===== src/rtl/scan_chain_seq.sv =====
// Scan-chain sequencer: shifts patterns into one mux-D chain, pulses capture, unloads responses.
// Optional macro SCAN_SEQ_MISR_EN folds responses into misr_sig instead of streaming them on res_*.
module scan_chain_seq #(
    parameter int          CHAIN_LEN = 32,
    parameter int          CNT_W     = 6,
    parameter logic [31:0] MISR_POLY = 32'h04C11DB7
) (
    input  logic        nvdla_core_clk,
    input  logic        nvdla_core_rst,
    input  logic        start,
    input  logic        abort,
    input  logic [15:0] num_pat,
    input  logic        pat_valid,
    input  logic        pat_bit,
    output logic        pat_ready,
    output logic        res_valid,
    output logic        res_bit,
    input  logic        res_ready,
    output logic        scan_se,
    output logic        scan_si,
    output logic        scan_clk_en,
    input  logic        scan_so,
    output logic        busy,
    output logic        done,
    output logic [31:0] misr_sig
);

    typedef enum logic [2:0] {
        ST_IDLE,
        ST_SHIFT,
        ST_CAPTURE,
        ST_UNLOAD,
        ST_DONE
    } state_t;

    localparam logic [CNT_W-1:0] LAST_BIT = CNT_W'(CHAIN_LEN - 1);

    state_t            state;
    state_t            state_nxt;
    logic [CNT_W-1:0]  bit_cnt;
    logic [15:0]       pat_cnt;
    logic              first;
    logic              rr_eff;
    logic              adv;
    logic              last_bit;
    logic              accept;

`ifdef SCAN_SEQ_MISR_EN
    logic              unused_rr;
    assign unused_rr = res_ready;
    assign rr_eff    = 1'b1;
`else
    logic              unused_poly;
    assign unused_poly = ^MISR_POLY;
    assign rr_eff      = res_ready;
`endif

    assign last_bit = (bit_cnt == LAST_BIT);
    assign accept   = (state == ST_IDLE) && start && !abort;

    always_comb begin
        adv = 1'b0;
        case (state)
            ST_SHIFT:  adv = pat_valid && (rr_eff || first);
            ST_UNLOAD: adv = rr_eff || first;
            default:   adv = 1'b0;
        endcase
    end

    always_ff @(posedge nvdla_core_clk) begin
        if (nvdla_core_rst) begin
            state <= ST_IDLE;
        end else begin
            state <= state_nxt;
        end
    end

    always_comb begin
        state_nxt   = state;
        pat_ready   = 1'b0;
        res_valid   = 1'b0;
        res_bit     = 1'b0;
        scan_se     = 1'b0;
        scan_si     = 1'b0;
        scan_clk_en = 1'b0;
        done        = 1'b0;
        busy        = (state != ST_IDLE);
        case (state)
            ST_IDLE: begin
                if (start) begin
                    state_nxt = (num_pat != 16'd0) ? ST_SHIFT : ST_DONE;
                end
            end
            ST_SHIFT: begin
                scan_se     = 1'b1;
                scan_si     = pat_bit;
                scan_clk_en = adv;
                pat_ready   = adv;
                res_bit     = scan_so;
`ifndef SCAN_SEQ_MISR_EN
                res_valid   = !first && pat_valid;
`endif
                if (adv && last_bit) begin
                    state_nxt = ST_CAPTURE;
                end
            end
            ST_CAPTURE: begin
                scan_clk_en = 1'b1;
                state_nxt   = (pat_cnt == 16'd1) ? ST_UNLOAD : ST_SHIFT;
            end
            ST_UNLOAD: begin
                scan_se     = 1'b1;
                scan_clk_en = adv;
                res_bit     = scan_so;
`ifndef SCAN_SEQ_MISR_EN
                res_valid   = 1'b1;
`endif
                if (adv && last_bit) begin
                    state_nxt = ST_DONE;
                end
            end
            ST_DONE: begin
                done      = 1'b1;
                state_nxt = ST_IDLE;
            end
            default: state_nxt = ST_IDLE;
        endcase
        // abort outranks everything, including a start seen in IDLE
        if (abort) begin
            state_nxt = ST_IDLE;
        end
    end

    always_ff @(posedge nvdla_core_clk) begin
        if (nvdla_core_rst) begin
            bit_cnt <= '0;
            pat_cnt <= '0;
            first   <= 1'b0;
        end else if (accept) begin
            bit_cnt <= '0;
            pat_cnt <= num_pat;
            first   <= 1'b1;
        end else begin
            case (state)
                ST_SHIFT, ST_UNLOAD: begin
                    if (adv) begin
                        bit_cnt <= last_bit ? '0 : bit_cnt + CNT_W'(1);
                    end
                end
                ST_CAPTURE: begin
                    first   <= 1'b0;
                    pat_cnt <= pat_cnt - 16'd1;
                end
                default: ;
            endcase
        end
    end

`ifdef SCAN_SEQ_MISR_EN
    logic [31:0] misr_q;

    always_ff @(posedge nvdla_core_clk) begin
        if (nvdla_core_rst || accept) begin
            misr_q <= '0;
        end else if (adv && !first) begin
            misr_q <= {misr_q[30:0], 1'b0} ^ (misr_q[31] ? MISR_POLY : 32'h0)
                      ^ {31'b0, scan_so};
        end
    end

    assign misr_sig = misr_q;
`else
    assign misr_sig = '0;
`endif

endmodule


===== config.mk =====
export PLATFORM = sky130hd
export DESIGN_NAME = scan_chain_seq
export DESIGN_NICKNAME = d
export VERILOG_FILES = /design/src/rtl/scan_chain_seq.sv
export SDC_FILE = /design/constraint.sdc
export NUM_CORES = 1
export LEC_CHECK = 0
export BUFFER_PORTS_ARGS = -buffer_cell sky130_fd_sc_hd__clkbuf_2
export CORE_ASPECT_RATIO = 1.75
export CORE_MARGIN = 2
export CORE_UTILIZATION = 45
export DETAILED_ROUTE_END_ITERATION = 8
export PLACE_DENSITY_LB_ADDON = 0.15
export SLEW_MARGIN = 10
export SYNTH_ARGS = -nofsm -noshare
export SYNTH_HDL_FRONTEND = slang
export SYNTH_SLANG_ARGS = --single-unit

===== constraint.sdc =====
create_clock -name nvdla_core_clk -period 1.65 [get_ports nvdla_core_clk]
set_clock_uncertainty 0.1 [all_clocks]
set_input_delay 0.2475 -clock nvdla_core_clk [delete_from_list [all_inputs] [get_ports nvdla_core_clk]]
set_output_delay 0.2475 -clock nvdla_core_clk [all_outputs]
set_load 0.02 [all_outputs]

==> flow_metrics.env, run 1 <==
export IMPL_portBuffers=31
export IMPL_dp_cells=343
export IMPL_leakagePower_nw=1.11
export IMPL_multi_input_area_um2=1260
export IMPL_cts_tree="yes"
export IMPL_intPower_mw=1.20
export IMPL_p_sw_mw=0.539
export IMPL_grt_pass1_vias=1818
export IMPL_finalCriticalPeriod_ps=1740
export IMPL_max_cap_viol_count=0
export IMPL_violations="setup timing"
export IMPL_drt_total_wl_um=5550
export IMPL_seq_power_share=0.390
export IMPL_slowest_delay_ps=390
export IMPL_drtIter0Drc=80
export IMPL_synthCells=234
export IMPL_ios=64
export IMPL_top_layer="met4"
export IMPL_power_frac_comb=0.298
export IMPL_critPathRequiredTime_ps=1760
export IMPL_pwr_share_clk=0.312
export IMPL_drt_wirelength_per_cell_um=15.4
export IMPL_hp_start="num_pat[12]"
export IMPL_ant_nets=0
export IMPL_crit_arrival_ps=1850
export IMPL_post_route_util=0.671
export IMPL_fmax_mhz=574
export IMPL_startpoint_type="flop"
export IMPL_setup_viol=7
export IMPL_setup_tns_ps=-251
export IMPL_cts_hold_buf=0
export IMPL_netSwitchingFraction=0.311
export IMPL_vias=2020
export IMPL_grt_max_degree=16
export IMPL_powerDensity_nw_per_um2=663
export IMPL_antenna_found_initial=0
export IMPL_peakVddDrop_uv=610
export IMPL_drc_errors=0
export IMPL_numCtsBuffers=3
export IMPL_viasPerCell=5.60
export IMPL_nets=341
export IMPL_outcome="finished, violations left"
export IMPL_groute_usage_overall=0.239
export IMPL_die_w_um=52.3
export IMPL_clkLatencyLatePin_ps=270
export IMPL_synth_edff_count=0
export IMPL_core_area_um2=3900
export IMPL_dp_hpwl_um=3960
export IMPL_setup_slack_ps=-92.3
export IMPL_diodes=0
export IMPL_drtPass1Iterations=5
export IMPL_area_growth_syn_to_layout_pct=42.5
export IMPL_start_util=0.471
export IMPL_finalCritPeriodShare=1.06
export IMPL_fillCellCount=339
export IMPL_cp_common_cell="or3_1"
export IMPL_gp_congestion=0.920
export IMPL_die_area_um2=4630
export IMPL_htree_levels=1
export IMPL_grt_setup_unrepaired="true"
export IMPL_grt_pass1_wl_um=8400
export IMPL_dr_wl_met2_um=3200
export IMPL_finalPower_mw=1.74
export IMPL_die_h_um=88.5
export IMPL_final_common_cell="buf_4"
export IMPL_worst_path_max_delay_cell="dfxtp_4"
export IMPL_drive_gt1_frac=0.403
export IMPL_root_buffer="clkbuf_8"
export IMPL_yosys_warnings=0
export IMPL_wl_met3_um=248
export IMPL_regArea_um2=536
export IMPL_yosysUniqueCellTypes=49
export IMPL_path_max_fanout=7
export IMPL_r2r_start="state[2]"
export IMPL_synthArstFlopShare=0
export IMPL_netlist_area_um2=1840
export IMPL_ys_seq_elements=26
export IMPL_rows=30
export IMPL_m1WireLength_um=1980
export IMPL_hold_path_class="in -> reg"
export IMPL_yosysSeqAreaShare=0.283
export IMPL_critPathLaunch="state[2]"
export IMPL_hold_violations=0
export IMPL_syn_area_per_cell_um2=7.85
export IMPL_path_class="reg -> reg"
export IMPL_grt_overflow_total=0
export IMPL_cts_sinks=26
export IMPL_final_cell_mix="buf_4 (47), conb_1 (32), clkbuf_2 (26), dfxtp_1 (20), nand2_1 (14)"
export IMPL_layoutNonFillerInstCount=361
export IMPL_critPathCaptureType="flop"
export IMPL_slew_viol_final=0
export IMPL_timing_critical_path_cells="or3b_4 > buf_6 > or3_1 > or3_1 > o211ai_1"
export IMPL_clk_pin_slew_worst_paths_ps=100
export IMPL_cts_path_max_buffers=2
export IMPL_synth_flop_cell="dfxtp_1"
-- sequential cells by signal, indices dropped and copies added (netlist names) --
signal / count
pat_cnt: 16
bit_cnt: 6
state: 3
first: 1
-- kinds of logic (layout without fill, tap and decap cells) --
family          after synthesis  in the layout  share of synthesized area
compound gates               50             50                      0.180
fa+ha+maj                     3              3                     0.0204
other cells                   1             32                    0.00204
mux                           2              2                     0.0109
flops                        26             26                      0.283
xor+xnor                      6              6                     0.0286
simple gates                 95             95                      0.299
buf+inv                      51             99                      0.176
-- worst paths after layout --
check                     end  slack [ps]  cells past startpoint
hold / removal    pat_cnt[12]         110                      3
setup / recovery  pat_cnt[15]         -90                      5
hold reg to reg    bit_cnt[5]         440                      2
setup reg to reg  pat_cnt[15]         -90                      5
-- worst max-delay path: cells and delay by family (launching register included) --
family	cells	cell delay (ps)
simple gates	3	980
flops	1	390
buf+inv	1	130
compound gates	1	80
-- Yosys cell counts (3+ instances only) --
cell / count / area, um^2
nor4_1: 11 / 68.8
a31oi_1: 8 / 50.1
or3_1: 6 / 37.5
a22oi_1: 5 / 37.5
a21oi_1: 8 / 40.0
xnor2_1: 6 / 52.6
o211ai_1: 4 / 30.0
nor2_1: 13 / 48.8
nand2b_1: 3 / 18.8
dfxtp_1: 26 / 521
ha_1: 3 / 37.5
nor3_1: 12 / 60.1
buf_4: 32 / 240
o21ai_0: 8 / 40.0
nand2_1: 16 / 60.1
inv_1: 9 / 33.8
or4_1: 5 / 37.5
clkbuf_1: 5 / 18.8
buf_2: 4 / 20.0
nand4_1: 6 / 37.5
nand3_1: 7 / 35.0
-- metrics by stage --
step	setup slack, ps	instance area (um^2)	hold WS (ps)
2_1_floorplan	-14.6	1970	288
3_3_place_gp	-92.0	2220	381
3_5_place_dp	-68.8	2220	399
4_1_cts	-86.6	2440	106
5_1_grt	-130	2620	113
6_report	-92.3	2620	108
-- routing by layer --
metal / global-route usage / up-vias
met1: 0.262 / 976
li1: - / 959
met3: 0.0152 / 15
met2: 0.463 / 70
met5: 0 / -
met4: 0.0862 / 0
-- final cells by class --
type	count	share of cell area
clock inverters	1	0.0115
well taps	48	0.0229
inverters	9	0.0129
repair buffers	86	0.249
clock buffers	3	0.0158
flip-flops and latches	26	0.204
multi-input cells	188	0.483
-- power groups by stage --
stage	clock network, mW	logic, mW	registers (mW)
floorplan	0	0.305	0.689
global placement	0	0.433	0.689
detailed placement	0	0.435	0.690
CTS	0.551	0.456	0.671
global route	0.577	0.556	0.681
finish	0.542	0.517	0.677
-- repair_timing --
action,in CTS,in global routing
setup endpoints to repair,23,24
hold endpoints to repair,0,0
gates resized for setup,26,40
pin swaps,3,15
setup buffers,10,5
No activity file was read; power rests on OpenSTA's default activity.
==> inputs of run 2 (changes only) <==
--- a/config.mk
+++ b/config.mk
@@ -9,7 +9,9 @@
 export CORE_ASPECT_RATIO = 1.75
 export CORE_MARGIN = 2
 export CORE_UTILIZATION = 45
+export CTS_CLUSTER_SIZE = 8
 export DETAILED_ROUTE_END_ITERATION = 8
+export MAX_ROUTING_LAYER = met4
 export PLACE_DENSITY_LB_ADDON = 0.15
 export SLEW_MARGIN = 10
 export SYNTH_ARGS = -nofsm -noshare
==> run 2 against run 1 <==
Against the previous run: the run still ends with setup timing left; routed wire length down 5.0%; core utilization down 2.1 points; power down 8.2%; critical path depth down 1; first-iteration DRC count down 25%; non-clock buffer count down 5; hold slack better by 5.1 ps; maximum frequency up 0.14%; critical path type is now reg -> out.
==> flow_metrics.env, run 2 (same netlist as run 1, synthesis figures left out) <==
export IMPL_grt_pass1_vias=1817
export IMPL_slew_viol_final=0
export IMPL_nets=336
export IMPL_vias=1961
export IMPL_hold_slack_ps=113
export IMPL_outcome="finished, violations left"
export IMPL_dp_cells=342
export IMPL_grt_setup_unrepaired="true"
export IMPL_powerDensity_nw_per_um2=628
export IMPL_area_growth_syn_to_layout_pct=37.9
export IMPL_grt_max_degree=18
export IMPL_drtPass1Iterations=4
export IMPL_drt_wirelength_per_cell_um=14.8
export IMPL_hold_path_class="in -> reg"
export IMPL_drt_total_wl_um=5280
export IMPL_violations="setup timing"
export IMPL_htree_levels=1
export IMPL_gp_congestion=0.848
export IMPL_fmax_mhz=575
export IMPL_antenna_found_initial=0
export IMPL_setup_viol=5
export IMPL_layoutNonFillerInstCount=356
export IMPL_grt_overflow_total=0
export IMPL_cts_sinks=26
export IMPL_drive_gt1_frac=0.386
export IMPL_hold_violations=0
export IMPL_startpoint_type="flop"
export IMPL_die_area_um2=4630
export IMPL_ant_nets=0
export IMPL_path_class="reg -> out"
export IMPL_final_cell_mix="buf_4 (47), conb_1 (32), clkbuf_2 (25), dfxtp_1 (20), nand2_1 (15)"
export IMPL_critPathRequiredTime_ps=1300
export IMPL_clkLatencyLatePin_ps=270
export IMPL_groute_usage_overall=0.236
export IMPL_fillCellCount=360
export IMPL_die_h_um=88.5
export IMPL_peakVddDrop_uv=487
export IMPL_cts_hold_buf=0
export IMPL_cts_tree="yes"
export IMPL_path_max_fanout=3
export IMPL_finalCriticalPeriod_ps=1740
export IMPL_portBuffers=31
export IMPL_leakagePower_nw=1.07
export IMPL_rr_worst_depth=6
export IMPL_rows=30
export IMPL_finalCritPeriodShare=1.05
export IMPL_cts_path_max_buffers=2
export IMPL_core_area_um2=3900
export IMPL_numCtsBuffers=3
export IMPL_drtIter0Drc=60
export IMPL_final_common_cell="buf_4"
export IMPL_clk_pin_slew_worst_paths_ps=90
export IMPL_top_regs="pat_cnt x16, bit_cnt x6, state x3"
export IMPL_setup_slack_ps=-89.9
export IMPL_viasPerCell=5.51
export IMPL_holdPathStages=3
export IMPL_crit_arrival_ps=1390
export IMPL_grt_pass1_wl_um=8060
export IMPL_drc_errors=0
export IMPL_largest_register_ff_count=16
export IMPL_dp_slack_ps=-30.2
export IMPL_dp_hpwl_um=3940
export IMPL_critPathCaptureType="output port"
export IMPL_max_cap_viol_count=0
export IMPL_root_buffer="clkbuf_8"
export IMPL_diodes=0
export IMPL_die_w_um=52.3
export IMPL_ios=64
export IMPL_regMostFlops="pat_cnt"
export IMPL_start_util=0.471
[run 2: cell count changes in the layout (fill, tap and decap cells not counted), sizes merged]
cell	delta
bufinv	-1
buf	-4
[run 2: path summary, 6_finish.rpt]
kind	startpoint	end	slack, ps
worst min-delay path	num_pat[12]	pat_cnt[12]	110
worst min register to register	first	first	420
worst max register to register	state[0]	pat_cnt[5]	-70
worst max-delay path	state[0]	scan_clk_en	-90
[run 2: where the power goes]
| group | internal [mW] | switching [mW] |
|---|---|---|
| Sequential | 0.650 | 0.0266 |
| Clock | 0.213 | 0.204 |
| Combinational | 0.210 | 0.289 |
| Total | 1.07 | 0.519 |
[run 2: area by class of cell]
cell class | count | area [um^2] | area share
inverters | 9 | 33.8 | 0.0133
well taps | 48 | 60.1 | 0.0237
multi-input cells | 188 | 1250 | 0.495
clock buffers | 4 | 55.1 | 0.0217
repair buffers | 81 | 599 | 0.236
flip-flops and latches | 26 | 533 | 0.210
[run 2: repair_timing]
action	in CTS	in global routing
setup endpoints to repair	18	20
pin swaps	1	13
setup buffers	5	4
gates resized for setup	20	39
cloned	0	1
[run 2: layer usage]
| metal | global-route usage | part of all wire | up-vias |
|---|---|---|---|
| met5 | - | 0 | - |
| met4 | 0.112 | 0.045 | 0 |
| met3 | 0.0186 | 0.045 | 18 |
| met2 | 0.438 | 0.54 | 81 |
| met1 | 0.241 | 0.37 | 914 |
| li1 | - | - | 948 |
[run 2: stage by stage]
| stage | power [mW] | util | setup TNS [ps] | area (um^2) |
|---|---|---|---|---|
| after detailed placement | 1.12 | 0.566 | -83.2 | 2210 |
| after floorplan | 0.994 | - | -14.6 | 1970 |
| after CTS | 1.55 | 0.605 | -509 | 2360 |
| after global placement | 1.12 | 0.566 | -32.3 | 2210 |
| after global routing | 1.67 | 0.649 | -976 | 2530 |
| final | 1.59 | 0.649 | -242 | 2530 |
[run 2: critical path, stage by stage (launching register included)]
cell      delay [ps]
dfxtp_4          360
or3b_4           410
buf_6            130
o21ai_2           50
clkbuf_8         160
==> inputs of run 3 (changes only) <==
--- a/config.mk
+++ b/config.mk
@@ -13,6 +13,7 @@
 export DETAILED_ROUTE_END_ITERATION = 8
 export MAX_ROUTING_LAYER = met4
 export PLACE_DENSITY_LB_ADDON = 0.15
+export SKIP_LAST_GASP = 1
 export SLEW_MARGIN = 10
 export SYNTH_ARGS = -nofsm -noshare
 export SYNTH_HDL_FRONTEND = slang
==> run 3 against run 2 <==
Against the previous run: the flow still finishes with violations (setup timing); worst setup slack improved by 5.5 ps; power down 0.49%; sequential share of layout area increased by 0.21 points; maximum frequency increased by 0.31%; routed wire length is essentially flat; core utilization decreased by 0.64 points; via count fell by 0.51%; register-to-register slack is essentially flat; count of clock-buffer cells in the layout did not move; critical path depth did not move; clock power fell by 1%; die area unchanged.
==> flow_metrics.env, run 3 (same netlist as run 1, synthesis figures left out) <==
export IMPL_drc_errors=0
export IMPL_rows=30
export IMPL_path_class="reg -> out"
export IMPL_grt_setup_unrepaired="true"
export IMPL_cts_sinks=26
export IMPL_peakVddDrop_uv=484
export IMPL_antenna_found_initial=0
export IMPL_critPathRequiredTime_ps=1300
export IMPL_hold_slack_ps=114
export IMPL_diodes=0
export IMPL_grt_max_degree=18
export IMPL_largest_register_ff_count=16
export IMPL_crit_arrival_ps=1390
export IMPL_clk_pin_slew_worst_paths_ps=90
export IMPL_groute_usage_overall=0.236
export IMPL_die_h_um=88.5
export IMPL_nets=336
export IMPL_die_area_um2=4630
export IMPL_slew_viol_final=0
export IMPL_ant_nets=0
export IMPL_numCtsBuffers=3
export IMPL_placed_cell_area_um2=2210
export IMPL_hold_violations=0
export IMPL_critPathCaptureType="output port"
export IMPL_regArea_um2=533
export IMPL_ios=64
export IMPL_cts_tree="yes"
export IMPL_violations="setup timing"
export IMPL_setup_slack_ps=-84.4
export IMPL_powerDensity_nw_per_um2=632
export IMPL_grt_overflow_total=0
export IMPL_drtPass1Iterations=4
export IMPL_max_cap_viol_count=0
export IMPL_layoutNonFillerInstCount=356
export IMPL_worst_path_max_delay_cell="or3b_4"
export IMPL_final_cell_mix="buf_4 (46), conb_1 (32), clkbuf_2 (25), dfxtp_1 (20), nand2_1 (16)"
export IMPL_timing_critical_path_cells="or3b_4 > buf_6 > o21ai_2 > clkbuf_8"
export IMPL_clkLatencyLatePin_ps=270
export IMPL_hold_path_class="in -> reg"
export IMPL_final_common_cell="buf_4"
export IMPL_dp_slack_ps=-30.2
export IMPL_stdcell_area_um2=2510
export IMPL_die_w_um=52.3
export IMPL_area_growth_syn_to_layout_pct=36.6
export IMPL_grt_pass1_wl_um=8060
export IMPL_finalCriticalPeriod_ps=1730
export IMPL_dp_cells=342
export IMPL_drt_wirelength_per_cell_um=14.8
export IMPL_cts_path_max_buffers=2
export IMPL_vias=1951
export IMPL_drive_gt1_frac=0.373
export IMPL_startpoint_type="flop"
export IMPL_drtIter0Drc=59
export IMPL_viasPerCell=5.48
export IMPL_root_buffer="clkbuf_8"
export IMPL_start_util=0.471
export IMPL_path_max_fanout=3
export IMPL_crit_buf_inv=2
export IMPL_drt_total_wl_um=5270
export IMPL_fmax_mhz=577
export IMPL_portBuffers=31
export IMPL_regMostFlops="pat_cnt"
export IMPL_critical_path_top_delay_family="simple AND/OR/NAND/NOR gates"
export IMPL_dp_hpwl_um=3940
export IMPL_finalCritPeriodShare=1.05
export IMPL_setup_viol=6
export IMPL_top_regs="pat_cnt x16, bit_cnt x6, state x3"
export IMPL_htree_levels=1
export IMPL_core_area_um2=3900
export IMPL_multi_input_area_um2=1230
export IMPL_gp_congestion=0.848
export IMPL_slowest_delay_ps=410
export IMPL_leakagePower_nw=1.06
export IMPL_outcome="finished, violations left"
export IMPL_fillCellCount=369
export IMPL_grt_pass1_vias=1817
-- run 3: through the flow --
stage               power, mW  TNS [ps]   util
finish                   1.59      -240  0.643
global route             1.67     -1180  0.643
CTS                      1.55      -509  0.605
detailed placement       1.12     -83.2  0.566
global placement         1.12     -32.3  0.566
floorplan               0.994     -14.6      -
-- run 3: worst reg2reg max path, cell delays in order, from the launching register on --
cell,delay (ps)
dfxtp_4,360
buf_4,160
nor3b_4,250
buf_6,170
nand2_1,70
or4_1,400
a31oi_1,140
-- run 3: layout make-up --
type	instances	share of cell area
well taps	48	0.0239
inverters	9	0.0135
multi-input cells	188	0.491
repair buffers	81	0.238
clock buffers	4	0.0219
flip-flops and latches	26	0.212
-- run 3: path summary, 6_finish.rpt --
| check | slack (ps) | cells after the start | end | start |
|---|---|---|---|---|
| worst max-delay path | -80 | 4 | scan_clk_en | state[0] |
| worst min-delay path | 110 | 3 | pat_cnt[12] | num_pat[12] |
| worst max register to register | -70 | 6 | pat_cnt[5] | state[0] |
| worst min register to register | 410 | 2 | first | first |
-- run 3: power breakdown --
| part | internal [mW] | switching [mW] |
|---|---|---|
| logic | 0.209 | 0.288 |
| registers | 0.650 | 0.0259 |
| clock network | 0.213 | 0.199 |
-- run 3: repair_timing --
action | 4_1_cts | 5_1_grt
setup endpoints to repair | 18 | 20
pin swaps | 1 | 13
resized for setup | 20 | 34
gates cloned | 0 | 1
hold buffers | 0 | 0
setup buffers | 5 | 4
-- run 3: per-layer routing --
layer / GRT usage / vias up / share of wire
met3: 0.0186 / 12 / 0.039
met4: 0.112 / 0 / 0.035
met5: - / - / 0
met1: 0.241 / 922 / 0.38
met2: 0.438 / 69 / 0.55
li1: - / 948 / -
